**config.mk**
```make
export PLATFORM = sky130hd
export DESIGN_NAME = containment_alert_scheduler_flat
export DESIGN_NICKNAME = d
export VERILOG_FILES = /design/src/rtl/containment_alert_scheduler_if.sv /design/src/rtl/containment_alert_scheduler.sv /design/src/flat_wrapper.sv
export SDC_FILE = /design/constraint.sdc
export NUM_CORES = 1
export LEC_CHECK = 0
export BUFFER_PORTS_ARGS = -buffer_cell sky130_fd_sc_hd__buf_2
export CAP_MARGIN = 10
export CORE_UTILIZATION = 45
export DETAILED_ROUTE_END_ITERATION = 12
export MAX_ROUTING_LAYER = met4
export PLACE_DENSITY = 0.67
export REMOVE_ABC_BUFFERS = 1
export SKIP_CTS_REPAIR_TIMING = 1
export SLEW_MARGIN = 0
export SYNTH_ARGS = -nofsm -noshare
export SYNTH_HDL_FRONTEND = slang
export SYNTH_SLANG_ARGS = --single-unit
```
**constraint.sdc**
```tcl
create_clock -name clock -period 10.2 [get_ports clock]
set_input_delay 1.53 -clock clock [delete_from_list [all_inputs] [get_ports clock]]
set_output_delay 1.53 -clock clock [all_outputs]
set_load 0.02 [all_outputs]
```
**src/rtl/containment_alert_scheduler_if.sv**
```systemverilog
// Request/alert bundle between the requesters and the containment alert scheduler.
// Handshake: a requester raises req_valid[i] with req_level[2i+1:2i] and holds both stable
// until it sees the one-cycle req_ack[i] pulse; the request is consumed on that pulse.
interface containment_alert_scheduler_if #(
  parameter int NREQ    = 3,
  parameter int TIMER_W = 8
);
  logic [NREQ-1:0]    req_valid;
  logic [2*NREQ-1:0]  req_level;
  logic               breach;
  logic [NREQ-1:0]    req_ack;
  logic               green;
  logic               yellow;
  logic               red;
  logic [1:0]         level;
  logic               lockdown;
  logic [TIMER_W-1:0] dwell;
  logic [1:0]         state;

  modport master (
    output req_valid, req_level, breach,
    input  req_ack, green, yellow, red, level, lockdown, dwell, state
  );

  modport slave (
    input  req_valid, req_level, breach,
    output req_ack, green, yellow, red, level, lockdown, dwell, state
  );
endinterface

```
**src/rtl/containment_alert_scheduler.sv**
```systemverilog
// Alert-level arbiter for the containment core: immediate escalation, one-step dwell-gated
// de-escalation, breach-forced lockdown. State is exported on bus.state for debug.
module containment_alert_scheduler #(
  parameter int NREQ      = 3,
  parameter int MIN_DWELL = 10,
  parameter int TIMER_W   = 8
) (
  input  logic clock,
  input  logic rst_n,
  containment_alert_scheduler_if.slave bus
);
  localparam int IDX_W = (NREQ > 1) ? $clog2(NREQ) : 1;

  typedef enum logic [1:0] {
    ST_GREEN    = 2'd0,
    ST_YELLOW   = 2'd1,
    ST_RED      = 2'd2,
    ST_LOCKDOWN = 2'd3
  } state_t;

  state_t             state, state_nxt;
  logic [IDX_W-1:0]   last, win;
  logic [1:0]         win_lvl, cur_lvl;
  logic               found, ack_nxt, clear_dwell;
  logic [TIMER_W-1:0] dwell_q;
  int                 idx;

  function automatic logic [1:0] lvl_of(input state_t s);
    case (s)
      ST_GREEN:  lvl_of = 2'd1;
      ST_YELLOW: lvl_of = 2'd2;
      default:   lvl_of = 2'd3;
    endcase
  endfunction

  function automatic state_t st_of(input logic [1:0] l);
    case (l)
      2'd1:    st_of = ST_GREEN;
      2'd2:    st_of = ST_YELLOW;
      default: st_of = ST_RED;
    endcase
  endfunction

  assign cur_lvl   = lvl_of(state);
  assign bus.dwell = dwell_q;
  assign bus.state = state;

  // Scan in round-robin order from last+1; a strictly higher level displaces the current
  // pick, so among equal levels the first one in scan order keeps the grant.
  always_comb begin
    found   = 1'b0;
    win     = '0;
    win_lvl = 2'd0;
    idx     = 0;
    for (int off = 0; off < NREQ; off++) begin
      idx = int'(last) + 1 + off;
      if (idx >= NREQ) idx = idx - NREQ;
      if (bus.req_valid[idx] && (!found || bus.req_level[2*idx +: 2] > win_lvl)) begin
        found   = 1'b1;
        win     = IDX_W'(idx);
        win_lvl = bus.req_level[2*idx +: 2];
      end
    end
  end

  always_comb begin
    state_nxt   = state;
    ack_nxt     = 1'b0;
    clear_dwell = 1'b0;
    if (bus.breach) begin
      state_nxt   = ST_LOCKDOWN;
      clear_dwell = 1'b1;
    end else if (state == ST_LOCKDOWN) begin
      state_nxt   = ST_RED;
      clear_dwell = 1'b1;
    end else if (found) begin
      if (win_lvl == 2'd0 || win_lvl == cur_lvl) begin
        ack_nxt = 1'b1;
      end else if (win_lvl > cur_lvl) begin
        state_nxt   = st_of(win_lvl);
        clear_dwell = 1'b1;
        ack_nxt     = 1'b1;
      end else if (dwell_q >= TIMER_W'(MIN_DWELL)) begin
        // Only one step down even when the target is further below.
        state_nxt   = st_of(cur_lvl - 2'd1);
        clear_dwell = 1'b1;
        ack_nxt     = 1'b1;
      end
    end
  end

  always_ff @(posedge clock or negedge rst_n) begin
    if (!rst_n) begin
      state        <= ST_GREEN;
      last         <= IDX_W'(NREQ - 1);
      dwell_q      <= '0;
      bus.req_ack  <= '0;
      bus.green    <= 1'b1;
      bus.yellow   <= 1'b0;
      bus.red      <= 1'b0;
      bus.level    <= 2'd1;
      bus.lockdown <= 1'b0;
    end else begin
      state <= state_nxt;
      if (ack_nxt) last <= win;
      if (clear_dwell)       dwell_q <= '0;
      else if (dwell_q != '1) dwell_q <= dwell_q + 1'b1;
      bus.req_ack  <= ack_nxt ? (NREQ'(1) << win) : '0;
      bus.green    <= (state_nxt == ST_GREEN);
      bus.yellow   <= (state_nxt == ST_YELLOW);
      bus.red      <= (state_nxt == ST_RED) || (state_nxt == ST_LOCKDOWN);
      bus.level    <= lvl_of(state_nxt);
      bus.lockdown <= (state_nxt == ST_LOCKDOWN);
    end
  end
endmodule

```
**src/flat_wrapper.sv**
```systemverilog
// flat-port wrapper written by rule: the top's interface ports become plain ports
module containment_alert_scheduler_flat 
#(
  parameter int NREQ      = 3,
  parameter int MIN_DWELL = 10,
  parameter int TIMER_W   = 8
)
  (clock, rst_n, bus_req_valid, bus_req_level, bus_breach, bus_req_ack, bus_green, bus_yellow, bus_red, bus_level, bus_lockdown, bus_dwell, bus_state);
  containment_alert_scheduler_if #(.NREQ(NREQ), .TIMER_W(TIMER_W)) bus_i ();
  input  logic clock;
  input  logic rst_n;
  input wire logic [$bits(bus_i.req_valid)-1:0] bus_req_valid;
  input wire logic [$bits(bus_i.req_level)-1:0] bus_req_level;
  input wire logic [$bits(bus_i.breach)-1:0] bus_breach;
  output wire logic [$bits(bus_i.req_ack)-1:0] bus_req_ack;
  output wire logic [$bits(bus_i.green)-1:0] bus_green;
  output wire logic [$bits(bus_i.yellow)-1:0] bus_yellow;
  output wire logic [$bits(bus_i.red)-1:0] bus_red;
  output wire logic [$bits(bus_i.level)-1:0] bus_level;
  output wire logic [$bits(bus_i.lockdown)-1:0] bus_lockdown;
  output wire logic [$bits(bus_i.dwell)-1:0] bus_dwell;
  output wire logic [$bits(bus_i.state)-1:0] bus_state;
  assign bus_i.req_valid = bus_req_valid;
  assign bus_i.req_level = bus_req_level;
  assign bus_i.breach = bus_breach;
  assign bus_req_ack = bus_i.req_ack;
  assign bus_green = bus_i.green;
  assign bus_yellow = bus_i.yellow;
  assign bus_red = bus_i.red;
  assign bus_level = bus_i.level;
  assign bus_lockdown = bus_i.lockdown;
  assign bus_dwell = bus_i.dwell;
  assign bus_state = bus_i.state;
  containment_alert_scheduler #(.NREQ(NREQ), .MIN_DWELL(MIN_DWELL), .TIMER_W(TIMER_W)) u_core (.clock(clock), .rst_n(rst_n), .bus(bus_i));
endmodule
```
==> flow_metrics.env, run 1 <==
export IMPL_reg2reg_depth=24
export IMPL_hpwlAfterDp_mm=3.00
export IMPL_clk_pin_slew_ns=0.07
export IMPL_worst_pin_slew_ns=0.657
export IMPL_clk_path_buf_depth=2
export IMPL_hold_path_class="reg2reg"
export IMPL_seq_area_frac_synth_pct=31.6
export IMPL_yosysUniqueCellTypes=46
export IMPL_yosys_most_used_dff="dfrtp_1"
export IMPL_hold_depth=1
export IMPL_wl_met1_mm=1.74
export IMPL_start_util_pct=48.6
export IMPL_fmax_mhz=148
export IMPL_drv_slew=0
export IMPL_clock_sinks=21
export IMPL_yosysTopAreaCell="dfrtp_1"
export IMPL_critical_path_class="reg2reg"
export IMPL_rsz0062_at_grt="false"
export IMPL_drive_gt1_share_pct=21.3
export IMPL_ant_nets=0
export IMPL_max_stage_delay_ns=0.75
export IMPL_p_leak_nw=0.940
export IMPL_grt_pass1_wl_mm=6.31
export IMPL_cts_tree="yes"
export IMPL_ctsRootBufferMaster="clkbuf_8"
export IMPL_viasPerCell=5.53
export IMPL_synthTopCellsByArea="dfrtp_1, ha_1, dfstp_2, a21oi_1, nand2_1"
export IMPL_hold_viol=0
export IMPL_status="finished, final reports clean"
export IMPL_firstDrtPassIters=4
export IMPL_arrival_ns=6.91
export IMPL_final_common_cell="buf_2"
export IMPL_cap_violations=0
export IMPL_vias=1477
export IMPL_syn_area_sq_um=1670
export IMPL_fin_skew_ns=0.00742
export IMPL_die_y_um=63.0
export IMPL_grt_overflow=0
export IMPL_crit_chain="inv_1 > ha_1 > and3_1 > a21o_1 > nand2_1 > or2_2 > ha_1 > nor2b_1 > o21ai_0 > a21oi_1 > mux2i_1 > inv_1 > ha_1 > nor2b_1 > a2bb2oi_1 > o21bai_2 > mux2_1 > ha_1 > nor2b_1 > o21ai_0 > nand3_1 > a31oi_2 > o21bai_2 > or2_1"
export IMPL_synth_cells=190
export IMPL_wl_met3_um=134
export IMPL_synth_seq_cells=21
export IMPL_stdcell_count=267
export IMPL_yosys_area_top_type_share_pct=26.9
export IMPL_nets=252
export IMPL_gp_congestion=0.940
export IMPL_crit_fanout=23
export IMPL_async_flop_share_pct=100
export IMPL_routed_top_layer="met4"
export IMPL_grt_usage_pct=20.4
export IMPL_relSlewSlack_pct=56.2
export IMPL_syn_to_final_growth_pct=14.4
export IMPL_wl_per_cell_um=14.3
export IMPL_ios=31
export IMPL_fin_tns_setup_ns=0
export IMPL_period_needed_ns=6.76
export IMPL_layout_common_cells="buf_2, ha_1, dfrtp_1"
export IMPL_post_route_period_util_pct=66.3
export IMPL_core_area_sq_um=3440
export IMPL_worstPathRequired_ns=10.35
export IMPL_htreeDepth=1
export IMPL_cts_made_buffers=3
export IMPL_antenna_cells=0
export IMPL_cpMostUsedCell="ha_1"
export IMPL_portBuffers=30
export IMPL_critPathSlowestCell="ha_1"
export IMPL_wl_met2_mm=1.89
export IMPL_die_x_um=63.0
export IMPL_synth_enable_flop_cells=0
export IMPL_start_kind="flip-flop"
export IMPL_antenna_found_initial=0
export IMPL_dp_cells=263
export IMPL_rows=21
export IMPL_dr_first_iter_drc_count=115
export IMPL_end_kind="flip-flop"
export IMPL_drt_total_wl_mm=3.81
export IMPL_ys_warn_count=0
export IMPL_drc=0
export IMPL_grt_pass1_vias=1400
export IMPL_irDropWorstVdd_mv=0.104
export IMPL_grt_max_degree=24
export IMPL_die_area_sq_um=3970
export IMPL_finalSetupViolCount=0
export IMPL_power_density_nw_per_um2=291
export IMPL_avgSynthCellArea_sq_um=8.80
export IMPL_clk_latency_ns=0.26
export IMPL_r2r_setup_slack_ns=3.44
-- cells by family after synthesis --
| logic type | count (synthesis) | synth area share (%) |
|---|---|---|
| xor+xnor | 3 | 1.57 |
| simple gates | 72 | 21.8 |
| mux | 11 | 7.25 |
| fa+ha+maj | 18 | 13.5 |
| buf+inv | 15 | 3.37 |
| flops | 21 | 31.6 |
| compound gates | 50 | 20.9 |
-- critical path, delay by kind of cell (launching register included) --
kind                     cells  cell delay (ns)
AO/OA/AOI/OAI                8             1.83
buffers and inverters        2             0.29
flip-flops                   1             0.53
AND/OR/NAND/NOR              8             1.63
adder cells (fa/ha/maj)      4             1.65
multiplexers                 2             0.71
-- layer usage --
layer  global-route usage (%)  up-vias
met5                        -        -
met4                     4.65        0
met3                     2.19        6
met2                     35.1       35
met1                     25.5      690
li1                         -      746
-- cells in the mapped netlist, types with 3 or more instances --
cell and instances:
o21ai_0 6, dfrtp_1 18, ha_1 18, and3_1 7
dfstp_2 3, nand2b_1 9, inv_1 12, a31oi_1 4
nor2_1 17, a21oi_1 14, mux2_1 3, nand2_1 17
clkbuf_1 3, a211o_1 3, mux2i_1 5, nand3_1 5
nor2b_1 4, o211ai_1 3
-- power by group --
group          switching (mW)  leakage [nW]  internal [mW]  total (mW)
Sequential             0.0114         0.258         0.0936       0.105
Clock                  0.0250        0.0228         0.0278      0.0528
Combinational           0.237         0.659          0.163       0.400
Total                   0.274         0.940          0.284       0.558
-- area by class of cell --
class | instances | area (sq um)
Fill cell | 325 | 1530
Multi-Input combinational cell | 154 | 1090
Timing Repair Buffer | 30 | 150
Sequential cell | 21 | 529
Clock buffer | 4 | 45.0
Inverter | 12 | 45.0
Tap cell | 46 | 57.6
-- stage by stage --
| step | power [mW] | setup slack, ns | hold slack (ns) | utilization, % | instance area [sq um] |
|---|---|---|---|---|---|
| 2_1_floorplan | 0.423 | 4.07 | 0.528 | - | 1660 |
| 4_1_cts | 0.559 | 3.45 | 0.554 | 55.6 | 1910 |
| 5_1_grt | 0.616 | 2.80 | 0.566 | 55.6 | 1910 |
| 3_3_place_gp | 0.491 | 3.66 | 0.545 | 54.3 | 1870 |
| 3_5_place_dp | 0.504 | 3.40 | 0.544 | 54.3 | 1870 |
| 6_report | 0.558 | 3.44 | 0.554 | 55.6 | 1910 |
-- sequential cells by signal, indices dropped and copies added (netlist names) --
signal / flops
u_core.bus.yellow: 1
u_core.bus.state: 2
u_core.bus.dwell: 8
u_core.bus.green: 1
u_core.last: 2
u_core.bus.lockdown: 1
u_core.bus.req_ack: 3
u_core.bus.level: 2
u_core.bus.red: 1
-- worst paths after layout --
path,start,to
max,u_core.last[0],u_core.bus.level[1]
min,u_core.last[1],u_core.last[1]
max reg2reg,u_core.last[0],u_core.bus.level[1]
min reg2reg,u_core.last[1],u_core.last[1]
max in group asynchronous,rst_n,u_core.last[1]
min in group asynchronous,rst_n,u_core.bus.lockdown
Power figures use the tool's default switching activity.
==> inputs of run 2 (changes only) <==
- ABC_AREA: default -> 1
- PLACE_DENSITY: 0.67 -> 0.66
- clock period: 10.2 -> 7.1 ns (I/O delays scaled with it)
==> run 2 against run 1 <==
Global-route usage is 0.15 points higher. Non-clock buffer count unchanged. Fmax rose by 23%. Critical path depth is 9 higher. First-iteration DRC count down 28%. Utilization decreased by 1.6 points. Synthesized cell count increased by 36%. Worst hold slack got worse by 0.040 ns. Sequential cell count is the same. Cell count increased by 27%. Die area grew 5.1%. Via count up 11%. Largest power group unchanged.
==> flow_metrics.env, run 2 <==
export IMPL_irDropWorstVdd_mv=0.181
export IMPL_yosysTopAreaCell="dfrtp_1"
export IMPL_timing_final_ws_setup_ns=1.60
export IMPL_synth_enable_flop_cells=0
export IMPL_core_area_sq_um=3720
export IMPL_synth_seq_cells=21
export IMPL_grt_overflow=0
export IMPL_ctsRootBufferMaster="clkbuf_8"
export IMPL_grt_pass1_vias=1495
export IMPL_post_route_period_util_pct=77.4
export IMPL_drv_slew=0
export IMPL_startpoint="u_core.last[0]"
export IMPL_post_dp_cell_area_sq_um=1960
export IMPL_htreeDepth=1
export IMPL_cts_tree="yes"
export IMPL_seq_area_frac_synth_pct=30.1
export IMPL_drive_gt1_share_pct=21.0
export IMPL_viasPerCell=4.87
export IMPL_stdcell_count=338
export IMPL_fin_skew_ns=0.00421
export IMPL_die_y_um=64.5
export IMPL_power_density_nw_per_um2=457
export IMPL_critPathSlowestCell="ha_1"
export IMPL_drt_total_wl_mm=3.66
export IMPL_hold_viol=0
export IMPL_whs_ns=0.514
export IMPL_wl_per_cell_um=10.8
export IMPL_cap_violations=0
export IMPL_arrival_ns=5.66
export IMPL_hpwlAfterDp_mm=2.99
export IMPL_place_ws_ns=1.60
export IMPL_stdcell_area_sq_um=2010
export IMPL_yosys_most_used_dff="dfrtp_1"
export IMPL_syn_area_sq_um=1760
export IMPL_p_seq_share_pct=17.5
export IMPL_yosysUniqueCellTypes=30
export IMPL_grt_max_degree=22
export IMPL_worstReg2RegStart="u_core.last[0]"
export IMPL_antenna_cells=0
export IMPL_crit_fanout=14
export IMPL_period_needed_ns=5.50
export IMPL_clk_pin_slew_ns=0.08
export IMPL_status="finished, final reports clean"
export IMPL_start_kind="flip-flop"
export IMPL_firstDrtPassIters=4
export IMPL_r2r_setup_slack_ns=1.60
export IMPL_reg2reg_depth=33
export IMPL_cts_made_buffers=3
export IMPL_clock_sinks=21
export IMPL_clk_path_buf_depth=2
export IMPL_synthTopCellsByArea="dfrtp_1, nand2_1, ha_1, inv_1, nand3_1"
export IMPL_comb_power_share_pct=73.7
export IMPL_finalSetupViolCount=0
export IMPL_cell_internal_pwr_uw=411
export IMPL_portBuffers=30
export IMPL_worstPathRequired_ns=7.26
export IMPL_switching_share_pct=55.2
export IMPL_netSwitchingPower_uw=507
export IMPL_final_common_cell="nand2_1"
export IMPL_max_stage_delay_ns=0.62
export IMPL_grt_usage_pct=20.6
export IMPL_ios=31
export IMPL_dp_cells=334
export IMPL_clk_latency_ns=0.26
export IMPL_synth_cells=258
export IMPL_hold_path_class="reg2reg"
export IMPL_rsz0062_at_grt="false"
export IMPL_synthTopCellsByCount="nand2_1, inv_1, nand3_1, nor2_1"
export IMPL_nets=321
export IMPL_syn_to_final_growth_pct=14.0
export IMPL_async_flop_share_pct=100
export IMPL_grt_pass1_wl_mm=6.56
export IMPL_r2r_end="u_core.bus.yellow"
export IMPL_yosys_area_top_type_share_pct=25.6
export IMPL_avgSynthCellArea_sq_um=6.82
export IMPL_synth_most_common_cell="nand2_1"
export IMPL_die_x_um=64.5
export IMPL_p_leak_nw=1.16
export IMPL_layout_common_cells="nand2_1, inv_1, buf_2"
export IMPL_end_kind="flip-flop"
export IMPL_worst_pin_slew_ns=0.465
export IMPL_p_total_uw=917
export IMPL_cp_endpoint="u_core.bus.yellow"
export IMPL_fin_tns_setup_ns=0
export IMPL_gp_congestion=0.797
export IMPL_ys_warn_count=0
export IMPL_dr_first_iter_drc_count=83
export IMPL_ant_nets=0
export IMPL_largest_reg_flops=8
export IMPL_clkPwrFrac_pct=8.8
export IMPL_vias=1645
export IMPL_start_util_pct=47.4
export IMPL_critical_path_class="reg2reg"
export IMPL_fmax_mhz=182
export IMPL_relSlewSlack_pct=69.0
export IMPL_antenna_found_initial=0
export IMPL_drc=0
export IMPL_final_core_util_pct=54.0
export IMPL_cpMostUsedCell="nand2_1"
export IMPL_die_area_sq_um=4170
export IMPL_rows=22
run 2: layer usage:
metal	vias to the layer above	share of wire (%)	GRT usage, %
met5	-	0	-
met4	0	1.0	5.00
met3	5	2.5	3.17
met2	24	44	31.2
met1	734	52	28.7
li1	882	-	-
run 2: area by class of cell:
type	count	area [sq um]
flip-flops and latches	21	529
multi-input cells	186	1030
clock inverters	1	7.51
fillers	385	1710
repair buffers	30	150
clock buffers	3	41.3
well taps	48	60.1
inverters	49	184
run 2: cells by family after synthesis:
family	after synthesis	share of synthesized area (%)
and+or+nand+nor	132	33.8
xor gates and xnor gates	1	0.498
buffers and inverters	51	11.2
adders and majority gates	18	12.8
DFF	21	30.1
AOI/OAI and AO/OA	35	11.7
run 2: how the worst min path moves through the flow:
| stage | start | to | slack (ns) | cells past startpoint |
|---|---|---|---|---|
| 2_1_floorplan | u_core.last[1] | u_core.last[1] | 0.48 | 2 |
| 3_5_place_dp | u_core.last[1] | u_core.last[1] | 0.51 | 2 |
| 3_3_place_gp | u_core.last[1] | u_core.last[1] | 0.50 | 2 |
| 5_1_grt | u_core.last[1] | u_core.last[1] | 0.56 | 2 |
| 6_report | u_core.last[1] | u_core.last[1] | 0.51 | 2 |
| 4_1_cts | u_core.last[1] | u_core.last[1] | 0.52 | 2 |
run 2: power by group through the flow:
| stage | sequential, mW | combinational, mW | clock (mW) |
|---|---|---|---|
| global route | 0.165 | 0.795 | 0.0888 |
| floorplan | 0.182 | 0.515 | 0 |
| detailed placement | 0.164 | 0.678 | 0 |
| finish | 0.161 | 0.676 | 0.0808 |
| CTS | 0.161 | 0.679 | 0.0843 |
| global placement | 0.163 | 0.666 | 0 |
run 2: critical path: cells and delay by family, from the launching register on:
family	cells	cell delay [ns]
adder cells (fa/ha/maj)	4	1.47
flip-flops	1	0.54
AND/OR/NAND/NOR	17	1.86
AO/OA/AOI/OAI	5	0.88
buffers and inverters	7	0.65
==> inputs of run 3 (changes only) <==
- ABC_AREA: 1 -> 0
- PLACE_DENSITY: 0.66 -> 0.69
- clock period: 7.1 -> 4.9 ns (I/O delays scaled with it)
==> run 3 against run 2 <==
The flow now finishes with violations (negative setup slack). First-iteration DRC count rose by 94%. Fmax up 3.2%. Setup slack lost 2.0 ns. Sequential cell count did not move. Die area shrank 4.8%. Via count grew 7.7%. Largest power group unchanged. Highest routed layer unchanged.
==> flow_metrics.env, run 3 (same netlist as run 1, synthesis figures left out) <==
export IMPL_r2r_end="u_core.bus.level[1]"
export IMPL_clk_latency_ns=0.26
export IMPL_whs_ns=0.415
export IMPL_drive_gt1_share_pct=52.2
export IMPL_antenna_cells=0
export IMPL_hpwlAfterDp_mm=3.01
export IMPL_ios=31
export IMPL_violations="negative setup slack"
export IMPL_critical_path_class="reg2reg"
export IMPL_p_total_mw=2.11
export IMPL_grt_pass1_vias=1565
export IMPL_post_route_period_util_pct=109
export IMPL_die_area_sq_um=3970
export IMPL_grt_pass1_wl_mm=6.80
export IMPL_finalSetupViolCount=21
export IMPL_worstReg2RegStart="u_core.last[1]"
export IMPL_ctsRootBufferMaster="clkbuf_8"
export IMPL_r2r_setup_slack_ns=-0.43
export IMPL_hold_viol=0
export IMPL_final_common_cell="buf_4"
export IMPL_start_kind="flip-flop"
export IMPL_fin_skew_ns=0.00183
export IMPL_drv_slew=0
export IMPL_layout_common_cells="buf_4, buf_2, dfrtp_1"
export IMPL_drc=0
export IMPL_clock_sinks=21
export IMPL_core_area_sq_um=3440
export IMPL_rows=21
export IMPL_fillers=232
export IMPL_grt_max_degree=22
export IMPL_portBuffers=30
export IMPL_worstPathRequired_ns=5.05
export IMPL_power_density_nw_per_um2=812
export IMPL_crit_fanout=8
export IMPL_largest_reg_flops=8
export IMPL_arrival_ns=5.48
export IMPL_die_y_um=63.0
export IMPL_grt_usage_pct=21.7
export IMPL_start_util_pct=48.6
export IMPL_rsz0062_at_grt="true"
export IMPL_timing_final_ws_setup_ns=-0.429
export IMPL_htreeDepth=1
export IMPL_wl_per_cell_um=16.7
export IMPL_worst_pin_slew_ns=0.711
export IMPL_p_leak_nw=1.24
export IMPL_clk_path_buf_depth=2
export IMPL_drt_total_wl_mm=5.25
export IMPL_vias=1772
export IMPL_hold_path_class="in2async"
export IMPL_clk_pin_slew_ns=0.07
export IMPL_die_x_um=63.0
export IMPL_cts_made_buffers=3
export IMPL_cap_violations=0
export IMPL_syn_to_final_growth_pct=55.6
export IMPL_firstDrtPassIters=4
export IMPL_dr_first_iter_drc_count=161
export IMPL_relSlewSlack_pct=52.1
export IMPL_fmax_mhz=188
export IMPL_cts_tree="yes"
export IMPL_end_kind="flip-flop"
export IMPL_irDropWorstVdd_mv=0.705
export IMPL_status="finished with violations"
export IMPL_period_needed_ns=5.33
export IMPL_fin_tns_setup_ns=-5.36
export IMPL_grt_overflow=0
export IMPL_ant_nets=0
export IMPL_viasPerCell=5.64
export IMPL_antenna_found_initial=0
export IMPL_nets=299
export IMPL_reg2reg_depth=24
export IMPL_gp_congestion=0.906
[run 3: power breakdown]
part / total [mW] / switching (mW) / internal (mW)
clock network: 0.112 / 0.0539 / 0.0580
logic: 1.79 / 0.859 / 0.936
registers: 0.208 / 0.0129 / 0.195
total: 2.11 / 0.926 / 1.19
[run 3: per-layer routing]
metal | vias up | wire (um) | share of wire [%] | GRT usage [%]
li1 | 840 | - | - | -
met1 | 857 | 2270 | 43 | 30.0
met2 | 59 | 2630 | 50 | 33.1
met3 | 16 | 253 | 4.8 | 4.01
met4 | 0 | 105 | 2.0 | 4.36
met5 | - | 0 | 0 | -
[run 3: worst max-delay path, stage by stage, from the launching register on]
cell and delay, ns:
dfstp_2 0.55, inv_2 0.06, ha_4 0.32, and3_4 0.21
a21o_1 0.15, nand2_2 0.08, or2_4 0.26, ha_4 0.28
nor2b_4 0.16, o21ai_2 0.09, a21oi_2 0.21, mux2i_1 0.31
inv_1 0.12, ha_4 0.26, nor2b_4 0.12, a2bb2oi_2 0.16
o21bai_2 0.18, mux2_4 0.35, ha_4 0.28, nor2b_4 0.18
o21ai_4 0.10, or2_4 0.24, a22oi_2 0.18, o21bai_2 0.12
or2_1 0.25
[run 3: worst max path at each step]
stage	startpoint	to	slack, ns	depth (start not counted)
final	u_core.last[1]	u_core.bus.level[1]	-0.43	24
after global routing	u_core.last[1]	u_core.bus.level[1]	-0.58	25
after CTS	u_core.last[1]	u_core.bus.level[1]	-0.83	24
after detailed placement	u_core.last[1]	u_core.bus.level[1]	-0.79	25
after global placement	u_core.last[1]	u_core.bus.level[1]	-0.63	26
after floorplan	u_core.last[0]	u_core.bus.level[1]	-1.04	24
[run 3: final cells by class]
cell class / instances / area [sq um] / share of cell area (%)
multi-input combinational: 154 / 1390 / 53.5
timing repair buffer: 77 / 533 / 20.5
sequential: 21 / 529 / 20.3
tap: 46 / 57.6 / 2.21
clock buffer: 4 / 45.0 / 1.73
inverter: 12 / 45.0 / 1.73
[run 3: metrics by stage]
step	instances	setup slack [ns]	utilization [%]	instance area [sq um]
floorplan	187	-1.04	-	1660
global placement	300	-0.635	62.4	2150
detailed placement	300	-0.786	62.4	2150
CTS	304	-0.835	63.7	2190
global route	314	-0.577	75.6	2600
finish	314	-0.429	75.6	2600
